==> config.mk <==
export PLATFORM = sky130hd
export DESIGN_NAME = ser_arbiter
export DESIGN_NICKNAME = d
export VERILOG_FILES = /design/src/rtl/ser_arb_pkg.sv /design/src/rtl/ser_arbiter_rr_pick.sv /design/src/rtl/ser_arbiter.sv
export SDC_FILE = /design/constraint.sdc
export NUM_CORES = 1
export LEC_CHECK = 0
export CORE_MARGIN = 2
export CORE_UTILIZATION = 25
export CTS_CLUSTER_SIZE = 30
export DETAILED_ROUTE_END_ITERATION = 8
export GPL_ROUTABILITY_DRIVEN = 1
export GPL_TIMING_DRIVEN = 1
export HOLD_SLACK_MARGIN = 0.03
export PLACE_DENSITY_LB_ADDON = 0.08
export SETUP_SLACK_MARGIN = 0.02
export SLEW_MARGIN = 20
export SYNTH_ARGS = -nofsm -noshare
export SYNTH_HDL_FRONTEND = slang
export SYNTH_SLANG_ARGS = --single-unit
==> constraint.sdc <==
create_clock -name clk_i -period 4.9 [get_ports clk_i]
set_clock_uncertainty 0.2 [all_clocks]
set_input_delay 0.49 -clock clk_i [delete_from_list [all_inputs] [get_ports clk_i]]
set_output_delay 0.49 -clock clk_i [all_outputs]
set_load 0.01 [all_outputs]
==> src/rtl/ser_arb_pkg.sv <==
// ser_arb_pkg -- shared definitions for the serializer arbiter.
//
// Contents:
//   state_e           arbiter FSM state encoding
//   DEF_NUM_REQ       default number of requesters
//   DEF_DATA_W        default serializer word width
//   DEF_MOD_W         default length-field width
//   DEF_TIMEOUT_CYC   default watchdog limit (only used with SER_ARB_TIMEOUT_EN)
//   mod_is_valid()    legal length check: 1..data width inclusive

package ser_arb_pkg;

  typedef enum logic [1:0] {
    ST_IDLE      = 2'd0,
    ST_LAUNCH    = 2'd1,
    ST_WAIT_BUSY = 2'd2,
    ST_WAIT_DONE = 2'd3
  } state_e;

  localparam int unsigned DEF_NUM_REQ     = 4;
  localparam int unsigned DEF_DATA_W      = 16;
  localparam int unsigned DEF_MOD_W       = 5;
  localparam int unsigned DEF_TIMEOUT_CYC = 64;

  // A zero-length or over-long word cannot be shifted out by the serializer.
  function automatic logic mod_is_valid(input logic [31:0] mod, input int unsigned max_mod);
    return (mod != 32'd0) && (mod <= max_mod);
  endfunction

endpackage

==> src/rtl/ser_arbiter_rr_pick.sv <==
// rr_pick -- combinational round-robin selector.
//
// Ports:
//   req_i    in   NUM_REQ  request vector
//   last_i   in   IDX_W    index of the most recently granted requester
//   valid_o  out  1        at least one request is pending
//   grant_o  out  NUM_REQ  one-hot grant
//   idx_o    out  IDX_W    index of the granted requester
//
// The search starts at the requester after last_i and wraps, so a
// requester that was just served has the lowest priority next time.

module rr_pick #(
  parameter int unsigned NUM_REQ = 4,
  parameter int unsigned IDX_W   = $clog2(NUM_REQ)
) (
  input  logic [NUM_REQ-1:0] req_i,
  input  logic [IDX_W-1:0]   last_i,
  output logic               valid_o,
  output logic [NUM_REQ-1:0] grant_o,
  output logic [IDX_W-1:0]   idx_o
);

  logic [IDX_W-1:0] cand;

  always_comb begin
    valid_o = 1'b0;
    grant_o = '0;
    idx_o   = '0;
    cand    = '0;
    for (int unsigned i = 1; i <= NUM_REQ; i++) begin
      cand = IDX_W'((32'(last_i) + i) % NUM_REQ);
      if (!valid_o && req_i[cand]) begin
        valid_o       = 1'b1;
        idx_o         = cand;
        grant_o[cand] = 1'b1;
      end
    end
  end

endmodule

==> src/rtl/ser_arbiter.sv <==
// ser_arbiter -- round-robin arbiter feeding a single word serializer.
//
// Ports:
//   clk_i       in   1                 clock
//   rst_i       in   1                 synchronous active-high reset
//   req_i       in   NUM_REQ           per-requester request, held until ack
//   req_data_i  in   NUM_REQ*DATA_W    per-requester word (slice r)
//   req_mod_i   in   NUM_REQ*MOD_W     per-requester bit count (slice r)
//   ack_o       out  NUM_REQ           one-cycle one-hot acceptance pulse
//   err_o       out  1                 with ack_o when the bit count is illegal
//   ser_data_o  out  DATA_W            word to the serializer
//   ser_mod_o   out  MOD_W             bit count to the serializer
//   ser_val_o   out  1                 one-cycle launch strobe
//   ser_busy_i  in   1                 serializer busy
//   owner_o     out  $clog2(NUM_REQ)   current/last granted requester
//   active_o    out  1                 a transfer is owned
//   timeout_o   out  1                 watchdog pulse
//
// Optional feature: define SER_ARB_TIMEOUT_EN to add a watchdog that
// abandons a transfer after TIMEOUT_CYC cycles in one wait state.

module ser_arbiter
  import ser_arb_pkg::*;
#(
  parameter int unsigned NUM_REQ     = DEF_NUM_REQ,
  parameter int unsigned DATA_W      = DEF_DATA_W,
  parameter int unsigned MOD_W       = DEF_MOD_W,
  parameter int unsigned TIMEOUT_CYC = DEF_TIMEOUT_CYC
) (
  input  logic                        clk_i,
  input  logic                        rst_i,
  input  logic [NUM_REQ-1:0]          req_i,
  input  logic [NUM_REQ*DATA_W-1:0]   req_data_i,
  input  logic [NUM_REQ*MOD_W-1:0]    req_mod_i,
  output logic [NUM_REQ-1:0]          ack_o,
  output logic                        err_o,
  output logic [DATA_W-1:0]           ser_data_o,
  output logic [MOD_W-1:0]            ser_mod_o,
  output logic                        ser_val_o,
  input  logic                        ser_busy_i,
  output logic [$clog2(NUM_REQ)-1:0]  owner_o,
  output logic                        active_o,
  output logic                        timeout_o
);

  localparam int unsigned IDX_W = $clog2(NUM_REQ);

  state_e             state_q, state_d;
  logic [IDX_W-1:0]   ptr_q, ptr_d;
  logic [IDX_W-1:0]   owner_q, owner_d;
  logic [DATA_W-1:0]  data_q, data_d;
  logic [MOD_W-1:0]   mod_q, mod_d;
  logic [NUM_REQ-1:0] ack_q, ack_d;
  logic               err_q, err_d;
  logic               val_q, val_d;

  logic               pick_valid;
  logic [NUM_REQ-1:0] pick_grant;
  logic [IDX_W-1:0]   pick_idx;
  logic [DATA_W-1:0]  sel_data;
  logic [MOD_W-1:0]   sel_mod;
  logic               sel_mod_ok;

  rr_pick #(
    .NUM_REQ (NUM_REQ),
    .IDX_W   (IDX_W)
  ) u_pick (
    .req_i   (req_i),
    .last_i  (ptr_q),
    .valid_o (pick_valid),
    .grant_o (pick_grant),
    .idx_o   (pick_idx)
  );

  assign sel_data   = DATA_W'(req_data_i >> (32'(pick_idx) * DATA_W));
  assign sel_mod    = MOD_W'(req_mod_i >> (32'(pick_idx) * MOD_W));
  assign sel_mod_ok = mod_is_valid(32'(sel_mod), DATA_W);

`ifdef SER_ARB_TIMEOUT_EN
  localparam int unsigned CNT_W = $clog2(TIMEOUT_CYC + 1);
  logic [CNT_W-1:0] cnt_q, cnt_d;
  logic             timeout_q, timeout_d;
`endif

  // Ack/err/val are registered so that the decision taken at the sampling
  // edge appears in the following cycle. A rejected request keeps the FSM in
  // IDLE but still moves the pointer so a bad requester cannot hog priority.
  always_comb begin
    state_d = state_q;
    ptr_d   = ptr_q;
    owner_d = owner_q;
    data_d  = data_q;
    mod_d   = mod_q;
    ack_d   = '0;
    err_d   = 1'b0;
    val_d   = 1'b0;
`ifdef SER_ARB_TIMEOUT_EN
    cnt_d     = '0;
    timeout_d = 1'b0;
`endif

    case (state_q)
      ST_IDLE: begin
        if (pick_valid) begin
          ptr_d   = pick_idx;
          owner_d = pick_idx;
          ack_d   = pick_grant;
          if (sel_mod_ok) begin
            data_d  = sel_data;
            mod_d   = sel_mod;
            val_d   = 1'b1;
            state_d = ST_LAUNCH;
          end else begin
            err_d = 1'b1;
          end
        end
      end
      ST_LAUNCH:    state_d = ST_WAIT_BUSY;
      ST_WAIT_BUSY: if (ser_busy_i)  state_d = ST_WAIT_DONE;
      ST_WAIT_DONE: if (!ser_busy_i) state_d = ST_IDLE;
      default:      state_d = ST_IDLE;
    endcase

`ifdef SER_ARB_TIMEOUT_EN
    // The counter measures time spent in the current wait state only; any
    // state change leaves cnt_d at its cleared default.
    if ((state_q == ST_WAIT_BUSY || state_q == ST_WAIT_DONE) && state_d == state_q) begin
      if (cnt_q == CNT_W'(TIMEOUT_CYC - 1)) begin
        timeout_d = 1'b1;
        state_d   = ST_IDLE;
      end else begin
        cnt_d = cnt_q + CNT_W'(1);
      end
    end
`endif
  end

  // Reset priority starts at requester 0, so the pointer holds the last index.
  always_ff @(posedge clk_i) begin
    if (rst_i) begin
      state_q <= ST_IDLE;
      ptr_q   <= IDX_W'(NUM_REQ - 1);
      owner_q <= '0;
      data_q  <= '0;
      mod_q   <= '0;
      ack_q   <= '0;
      err_q   <= 1'b0;
      val_q   <= 1'b0;
    end else begin
      state_q <= state_d;
      ptr_q   <= ptr_d;
      owner_q <= owner_d;
      data_q  <= data_d;
      mod_q   <= mod_d;
      ack_q   <= ack_d;
      err_q   <= err_d;
      val_q   <= val_d;
    end
  end

`ifdef SER_ARB_TIMEOUT_EN
  always_ff @(posedge clk_i) begin
    if (rst_i) begin
      cnt_q     <= '0;
      timeout_q <= 1'b0;
    end else begin
      cnt_q     <= cnt_d;
      timeout_q <= timeout_d;
    end
  end

  assign timeout_o = timeout_q;
`else
  // Watchdog compiled out: the wait states hold until the serializer
  // answers. TIMEOUT_CYC is still referenced so the parameter stays visible.
  assign timeout_o = 1'b0 && (TIMEOUT_CYC != 0);
`endif

  assign ack_o      = ack_q;
  assign err_o      = err_q;
  assign ser_val_o  = val_q;
  assign ser_data_o = data_q;
  assign ser_mod_o  = mod_q;
  assign owner_o    = owner_q;
  assign active_o   = (state_q != ST_IDLE);

endmodule

# [Word level (Yosys, flattened, before mapping)]
# Cells that the tools add are included.
# W data, S select, Z words.
[classes] n_eq_ne=7 reduce_logical=18 multipliers=1 shifts=2 bitwise=5 add_sub_neg=4 n_mux=35 order_cmp=9
[op_table] operator="$shr A64 B6 Y16" count=1
[op_table] operator="$shr A20 B5 Y5" count=1
[op_table] operator="$mux W2" count=8
[op_table] operator="$mux W4" count=4
[op_table] operator="$mux W1" count=14
[op_table] operator="$lt A2 B3 Y1 const B" count=4
[op_table] operator="$or A4 B4 Y4" count=3
[op_table] operator="$bmux W1 S2" count=4
[op_table] operator="$demux W1 S2" count=4
[op_table] operator="$ge A2 B1 Y1 const B" count=4
[op_table] operator="$logic_and A1 B1 Y1" count=8
[op_table] operator="$ne A2 B2 Y1 const B" count=4
[op_table] operator="$pmux W2 S4" count=1
[op_table] operator="$le A5 B5 Y1 const B" count=1
[op_table] operator="$mul A2 B3 Y5 const B" count=1
[op_table] operator="$reduce_bool A5 Y1" count=1
[op_table] operator="$add A2 B1 Y2 const B" count=2
[op_table] operator="$add A2 B2 Y2 const B" count=2
[op_table] operator="$eq A2 B2 Y1 const B" count=2
[op_table] operator="$reduce_and A4 Y1" count=1
[op_table] operator="$logic_not A1 Y1" count=3
[op_table] operator="$reduce_and A3 Y1" count=1
[op_table] operator="$reduce_or A3 Y1" count=1
[op_table] operator="$eq A2 B1 Y1 const B" count=1
[op_table] operator="other kinds (4)" count=5
[word_totals] word_cells=89 output_inout_bits=31 ff_bits=33 input_bits=91

# [Longest topological paths before layout]
[depth] depth_word=20 ltp_mapped=16 mapped_depth_nobuf=11

# [Cells and area by module]
# A second synthesis with hierarchy kept.
[hier_totals] hier_cells=259 area_unflattened_um2=2567.5
[by_module_without_submodules] module="ser_arbiter" n_inst=1 seq_area_each_um2=660.6 area_per_inst_um2=1935.6 cells_each=174
[by_module_without_submodules] module="rr_pick" n_inst=1 seq_area_each_um2=0.0 area_per_inst_um2=631.9 cells_each=85

# [Worst setup path after synthesis]
# OpenSTA, ideal clock, no wires.
[synth_path] kind="register to register" start="register ptr_q[0]" end="register data_q[13], in the netlist ser_data_o[13]" t_required_ns=4.629 arrival_ns=3.999 synth_period_minus_slack_ns=4.270 path_stages_with_launch=17 setup_ns=0.071 path_slack_ns=0.630 n_path_buf=5 cell_sequence="dfxtp_1 buf_2 inv_1 ha_1 clkbuf_2 mux4_2 nor4_4 o21ba_4 and2_1 buf_6 and3_4 o2111ai_4 mux2i_4 buf_6 buf_4 nand2_1 a21oi_1"
[synth_via] elab_chain_cells=18 elab_cells_between_ends=33 cone_classes="add/sub: 4; mul: 1; order compare: 1; shift: 2; mux: 16; reduce/logical: 9"
[synth_lines] item="start: declaration" line="ser_arbiter.sv:49" text="logic [IDX_W-1:0] ptr_q, ptr_d;"
[synth_lines] item="start signal: assignment" line="ser_arbiter.sv:142" text="ptr_q <= IDX_W'(NUM_REQ - 1);"
[synth_lines] item="start signal: assignment" line="ser_arbiter.sv:151" text="ptr_q <= ptr_d;"
[synth_lines] item="$add A2 B1 Y2" line="ser_arbiter_rr_pick.sv:32" text="cand = IDX_W'((32'(last_i) + i) % NUM_REQ);"
[synth_lines] item="$bmux W1 S2" line="ser_arbiter_rr_pick.sv:33" text="if (!valid_o && req_i[cand]) begin"
[synth_lines] item="$mux W1 (not written as such)" line="ser_arbiter_rr_pick.sv:33"
[synth_lines] item="$mux W1" line="ser_arbiter_rr_pick.sv:33"
[synth_lines] item="$logic_not A1 Y1" line="ser_arbiter_rr_pick.sv:33"
[synth_lines] item="$logic_and A1 B1 Y1" line="ser_arbiter_rr_pick.sv:33"
[synth_lines] item="$mux W1" line="ser_arbiter_rr_pick.sv:33"
[synth_lines] item="$logic_not A1 Y1" line="ser_arbiter_rr_pick.sv:33"
[synth_lines] item="[... 2 more ...]"
[synth_lines] item="$logic_not A1 Y1" line="ser_arbiter_rr_pick.sv:33"
[synth_lines] item="$logic_and A1 B1 Y1" line="ser_arbiter_rr_pick.sv:33"
[synth_lines] item="$mux W2" line="ser_arbiter_rr_pick.sv:33"
[synth_lines] item="$mul A2 B3 Y5" line="ser_arbiter.sv:76" text="assign sel_mod = MOD_W'(req_mod_i >> (32'(pick_idx) * MOD_W));"
[synth_lines] item="$shr A20 B5 Y5" line="ser_arbiter.sv:76"
[synth_lines] item="$le A5 B5 Y1 or $reduce_bool A5 Y1 (tied branches)" line="ser_arb_pkg.sv:27" text="return (mod != 32'd0) && (mod <= max_mod);"
[synth_lines] item="$logic_and A1 B1 Y1" line="ser_arb_pkg.sv:27"
[synth_lines] item="$reduce_and A3 Y1 (no line)"
[synth_lines] item="end signal: assignment" line="ser_arbiter.sv:153" text="data_q <= data_d;"
[synth_lines] item="end: declaration" line="ser_arbiter.sv:51" text="logic [DATA_W-1:0] data_q, data_d;"
# Several ways; a longest one is shown, not always the timed one. The select of a mux whose other input is x is not followed.
# A chain may end at the register's enable or synchronous reset.

# [Worst setup path after layout]
[layout_path] start="register ptr_q[1]" end="register data_q[2], in the netlist ser_data_o[2]"
# Same word-level chain as after synthesis.

==> qor.yml <==
worst_setup_path:
  ff2ff_path_depth: 12
  crit_type: "reg2reg"
  cp.required_ps: 4920
  cp_max_fo: 34
  start_kind: "flop"
  arrival_ps: 4540
  end_kind: "flop"
power:
  p_seq_share_pct: 15.3
  swShare_pct: 47.9
  cellInternalPower_mw: 1.34
  cellPowerDensity_mw_per_mm2: 644
  p_switching_mw: 1.23
  leakage_nw: 1.56
  comb_power_share_pct: 74.2
  p_clk_share_pct: 10.6
  ir_drop_mv: 0.355
detailed_routing:
  drtIter0Drc: 137
  vias: 2782
  drc: 0
  wire_per_inst_um: 15.1
  wirelength_um: 8960
  antenna_left: 0
  avgViaCountPerCell: 4.70
  drt_first_pass_iters: 4
final_layout:
  antenna_cells: 0
  fin_util_pct: 40.5
  mostFrequentLayoutCells: "120 x clkdlybuf4s50_1, 103 x nand2_1, 33 x nor2_1, 33 x dfxtp_1, 23 x a21oi_1"
  fin_nets: 560
  area_delta_synth_final_pct: 57.0
  post_route_cells_drive_above_1_share_pct: 7.84
  layout_commonest_cell: "clkdlybuf4s50_1"
global_routing:
  grt_pass1_wl_um: 14300
  grt_pass1_vias: 2645
  gr-total-overflow: 0
  antenna_found_initial: 0
  grt_max_degree: 35
  grt_usage_pct: 16.2
timing:
  slew_viol_final: 0
  rsz0062_at_grt: "no"
  whs_ps: 258
  fmax_mhz: 221
  setup_viol: 0
  min_period_ps: 4530
  tightest_slew_ps: 554
  slew_headroom_pct: 63.0
  hold_viol: 0
  fin_crit_sh_pct: 92.4
  timing.setup.tns_ps: 0
floorplanning:
  die-area_mm2: 0.0110
  rows: 36
  pin_count: 122
  start_util_pct: 25.8
  core-area_mm2: 0.00982
  fp.dieW_um: 105
  die_height_um: 105
clock_network:
  cts.sinks: 33
  insertion_delay_ps: 280
  cts_buffer_depth: 2
  root_buffer: "clkbuf_8"
  tritoncts: "yes"
  clk_pin_slew_ps: 70
  cts_buffers: 5
  cts_max_level: 2
synthesis:
  synth_nets: 446
  syn_inst: 344
  synthArstFlopShare_pct: 0
  synth-seq-area-share_pct: 26.1
  synth_area_leader_cell: "dfxtp_1"
  synth_edf_count: 0
  syn_area_mm2: 0.00253
  ys_types: 47
  ys_seq_elements: 33
  synth_flop_cell: "dfxtp_1"
  netlist.area_leader.share_pct: 26.1
  yosysWarnings: 0
  syn_avg_cell_area_um2: 7.36
  synth.area.top_cells: "dfxtp_1 26%, nand2_1 15%, a311o_1 6.3%, ha_1 5.4%, nor2_1 5.0%"
place:
  gp_congestion: 0.831
  dp_hpwl_um: 6560
  port_buffers: 120
flow_run:
  maxCapViolCount: 0
hold_path:
  hold_path.class: "reg2reg"
  worstHoldPathCells: 2
outcome:
  status: "finished, final reports clean"
path summary, 6_finish.rpt:
path                 start            end  slack, ps
max               ptr_q[1]  ser_data_o[2]        370
min reg2reg  ser_data_o[0]  ser_data_o[0]        260
min          ser_data_o[0]  ser_data_o[0]        260
max reg2reg       ptr_q[1]  ser_data_o[2]        370
power groups by stage:
stage | Sequential [mW] | Combinational (mW) | Clock [mW]
2_1_floorplan | 0.423 | 1.38 | 0
3_3_place_gp | 0.397 | 1.89 | 0
3_5_place_dp | 0.394 | 1.90 | 0
4_1_cts | 0.391 | 1.91 | 0.279
5_1_grt | 0.402 | 2.14 | 0.294
6_report | 0.391 | 1.90 | 0.271
logic make-up after synthesis:
| logic type | after synthesis | share of synthesized area [%] |
|---|---|---|
| xor gates and xnor gates | 1 | 0.346 |
| and+or+nand+nor | 169 | 29.0 |
| other | 1 | 0.148 |
| AOI/OAI and AO/OA | 85 | 25.0 |
| buffers and inverters | 30 | 5.78 |
| muxes | 14 | 8.20 |
| adders and majority gates | 11 | 5.43 |
| DFF | 33 | 26.1 |
cell usage after synthesis (5+ instances only):
cell,count
o21ai_0,12
and2_1,5
a21boi_0,6
nand2b_1,5
nand3_1,7
nor2_1,34
nand2_1,103
a311o_1,16
inv_1,8
mux2i_1,5
a21oi_1,23
dfxtp_1,33
ha_1,11
clkbuf_1,13
repair_timing:
action                                  CTS  global route
hold buffers                              0             0
endpoints found under the setup margin    0            17
resized for setup                         0             2
setup buffers                             0             1
state kept, by name, indices dropped and copies added, names as in the netlist:
register	count
ser_data_o	16
err_o	1
ser_val_o	1
state_q	2
ptr_q	2
ack_o	4
owner_o	2
ser_mod_o	5
per-layer routing:
layer / wire [µm] / track usage (%)
met1: 4370 / 23.0
met2: 4150 / 25.3
met3: 407 / 3.87
met4: 38 / 2.57
met5: 0 / 0
metrics by stage:
step | instances | area [µm²] | setup WS, ps | total power, mW
floorplan | 344 | 2530 | 630 | 1.80
global placement | 583 | 3850 | 358 | 2.29
detailed placement | 583 | 3850 | 284 | 2.30
CTS | 591 | 3960 | 271 | 2.58
global route | 592 | 3980 | 12.0 | 2.84
finish | 592 | 3980 | 373 | 2.56
area by class of cell:
class                      count  area (µm²)
sequential                    33         661
fill                        1052        5840
clock buffer                   7        86.3
multi-input combinational    281        1730
tap                          133         166
clock inverter                 1        30.0
inverter                       8        30.0
timing repair buffer         129        1270
critical path, stage by stage (launching register included):
cell	delay, ps
dfxtp_1	500
inv_1	210
ha_2	470
mux4_2	690
nor3_2	290
and3_1	320
o311ai_0	170
o22ai_1	330
o2111ai_4	240
mux2i_4	260
buf_4	260
a311o_1	360
a21oi_1	130
No activity file was read; power rests on OpenSTA's default activity.
==> RTL change, RTL diff (config.mk and constraints unchanged) <==
The package constant `DEF_NUM_REQ` goes from 4 to 8.
--- a/src/rtl/ser_arb_pkg.sv
+++ b/src/rtl/ser_arb_pkg.sv
@@ -18,5 +18,5 @@
   } state_e;
 
-  localparam int unsigned DEF_NUM_REQ     = 4;
+  localparam int unsigned DEF_NUM_REQ     = 8;
   localparam int unsigned DEF_DATA_W      = 16;
   localparam int unsigned DEF_MOD_W       = 5;
Ports: changed (5 resized); port bits go from 122 to 215. No check against the original RTL was run, so the function may have changed too.
==> RTL change against the unedited design <==
Routed wire length rose by 88%; design area rose by 76%; setup slack improved by 25 ps; non-clock buffer count rose by 104; sequential cell count rose by 6; critical endpoint is now ser_mod_o[3]$_SDFFE_PP0P_; largest power group unchanged; final cell count rose by 55%; synthesized area rose by 74%; via count rose by 64%; die area rose by 71%; largest cell class unchanged; power rose to 2.6 times the old value.
==> RTL change: results (changes against the unedited design) <==
cts:
  post_cts_buffers: 0  # unchanged
  clk_pin_slew_ps: 60
  insertion_delay_ps: 280  # about the same
  hold_buffers: 0  # unchanged
  h-tree-depth: 2  # unchanged
  clk_path_buf_depth: 2  # unchanged
  cts_buffers: 5  # unchanged
  cts_root_buf: "clkbuf_16"  # was clkbuf_8
synthesis:
  synth.distinct_cells: 55  # was 47
  async_reset_ff_frac: 0  # unchanged
  yosys_warnings: 0  # unchanged
  synth_edf_count: 0  # unchanged
  dominantRegCellSynth: "dfxtp_1"  # unchanged
  yosysSeqAreaShare: 0.177  # was 0.261
  syn-instance-count: 500  # was 344
  synthTopCellsByCount: "mux2i_1, a21oi_1, nor2_1"  # was nand2_1, nor2_1, dfxtp_1
  syn_nets: 688  # was 446
  synth.area.top_cells: "mux2i_1, dfxtp_1, mux2_2"  # was dfxtp_1, nand2_1, a311o_1
grt:
  grt_pass1_wl_um: 25500  # was 14300 um
  grt_pass1_vias: 4636  # was 2645
  grt_antenna_before_repair: 0  # unchanged
  grt_util_all_layers: 0.172  # was 0.162
  grt_max_degree: 53  # was 35
final_layout:
  nFillCells: 1709  # was 1052
  n_antenna_cell: 0  # unchanged
  fin_nets: 882  # was 560
  stdcell_count: 920  # was 592
  largest_reg_flops: 16  # unchanged
  drive_above_1_share: 0.170  # was 0.0784
power_and_ir_drop:
  leakage_nw: 2.71  # was 1.56 nW
  p_int_mw: 3.29  # was 1.34 mW
  peakVddDrop_mv: 0.563  # was 0.355 mV
critical_path:
  cp_max_fo: 20  # was 34
  crit_path_top_delay_cell: "ha_2"  # was mux4_2
  cp.arrival_ps: 4500  # was 4540 ps
  critical_path.top_delay_family: "multiplexers"  # was compound AO/OA/AOI/OAI gates
  cpPeakStageDelay_ps: 500  # was 690 ps
sta:
  worst_pin_slew_ps: 946  # was 554 ps
  report.final.slew_viol_count: 0  # unchanged
placement:
  dpl.cell_count: 912  # was 583
  dp_hpwl_um: 13300  # was 6560 um
  port_buffers: 213  # was 120
  place_congestion: 0.829  # was 0.831
routing:
  antenna_left: 0  # unchanged
  drt_iter0_drc: 164  # was 137
  drtPass1Iterations: 6  # was 4
  postRouteWirelength_um: 16800  # was 8960 um
  vias_per_cell: 4.96  # was 4.70
worst_hold_path:
  hp-class: "flip-flop to flip-flop"  # unchanged
outcome:
  status: "finished clean"  # unchanged
==> RTL change: area by class of cell <==
type | count | area share
Clock inverter | 3 | 0.00627
Sequential cell | 39 | 0.112
Timing Repair Buffer | 233 | 0.331
Clock buffer | 5 | 0.0179
Tap cell | 225 | 0.0403
Multi-Input combinational cell | 407 | 0.488
Inverter | 8 | 0.00430
==> RTL change: cells by family after synthesis <==
group	count (synthesis)	share of synthesized area
AOI/OAI and AO/OA	137	0.227
xor gates and xnor gates	5	0.0133
adders and majority gates	9	0.0255
buffers and inverters	54	0.0598
DFF	39	0.177
muxes	140	0.380
other	1	0.000850
and+or+nand+nor	115	0.116
==> RTL change: metrics by stage <==
stage	util	area [sq um]	worst slack (ps)
CTS	0.403	6970	217
finish	0.404	6980	398
floorplan	-	4410	472
global placement	0.393	6800	212
global route	0.404	6980	67.7
detailed placement	0.393	6800	123
==> RTL change: what timing repair did <==
action / CTS / global route
setup endpoints to repair: 0 / 20
endpoints found under the hold margin: 0 / 0
resized for setup: 0 / 3
==> RTL change: final timing paths <==
| check | to | cells past startpoint | slack, ps | start |
|---|---|---|---|---|
| max | ser_mod_o[3]$_SDFFE_PP0P_ | 15 | 400 | ptr_q[1]$_SDFFE_PP1P_ |
| min | ser_mod_o[4]$_SDFFE_PP0P_ | 2 | 280 | ser_mod_o[4]$_SDFFE_PP0P_ |
| min reg2reg | ser_mod_o[4]$_SDFFE_PP0P_ | 2 | 280 | ser_mod_o[4]$_SDFFE_PP0P_ |
| max reg2reg | ser_mod_o[3]$_SDFFE_PP0P_ | 15 | 400 | ptr_q[1]$_SDFFE_PP1P_ |
==> RTL change: power groups by stage <==
| stage | registers (mW) | logic (mW) | clock network (mW) |
|---|---|---|---|
| 3_5_place_dp | 0.519 | 5.86 | 0 |
| 6_report | 0.512 | 5.81 | 0.372 |
| 2_1_floorplan | 0.554 | 4.29 | 0 |
| 5_1_grt | 0.528 | 6.36 | 0.404 |
| 4_1_cts | 0.514 | 5.88 | 0.383 |
| 3_3_place_gp | 0.520 | 5.77 | 0 |
==> RTL change: routing by layer <==
metal | vias up | global-route usage | routed length [um]
li1 | 2275 | - | -
met1 | 2122 | 0.209 | 7170
met2 | 154 | 0.314 | 8120
met3 | 16 | 0.0315 | 1280
met4 | 0 | 0.0395 | 263
met5 | - | 0 | 0
==> RTL change: worst register-to-register path: cells and delay by family, from the launching register on <==
kind	cells	cell delay, ps
mux	4	1300
fa+ha+maj	1	500
compound gates	3	590
simple gates	3	680
flops	1	330
xor+xnor	1	280
buf+inv	3	550
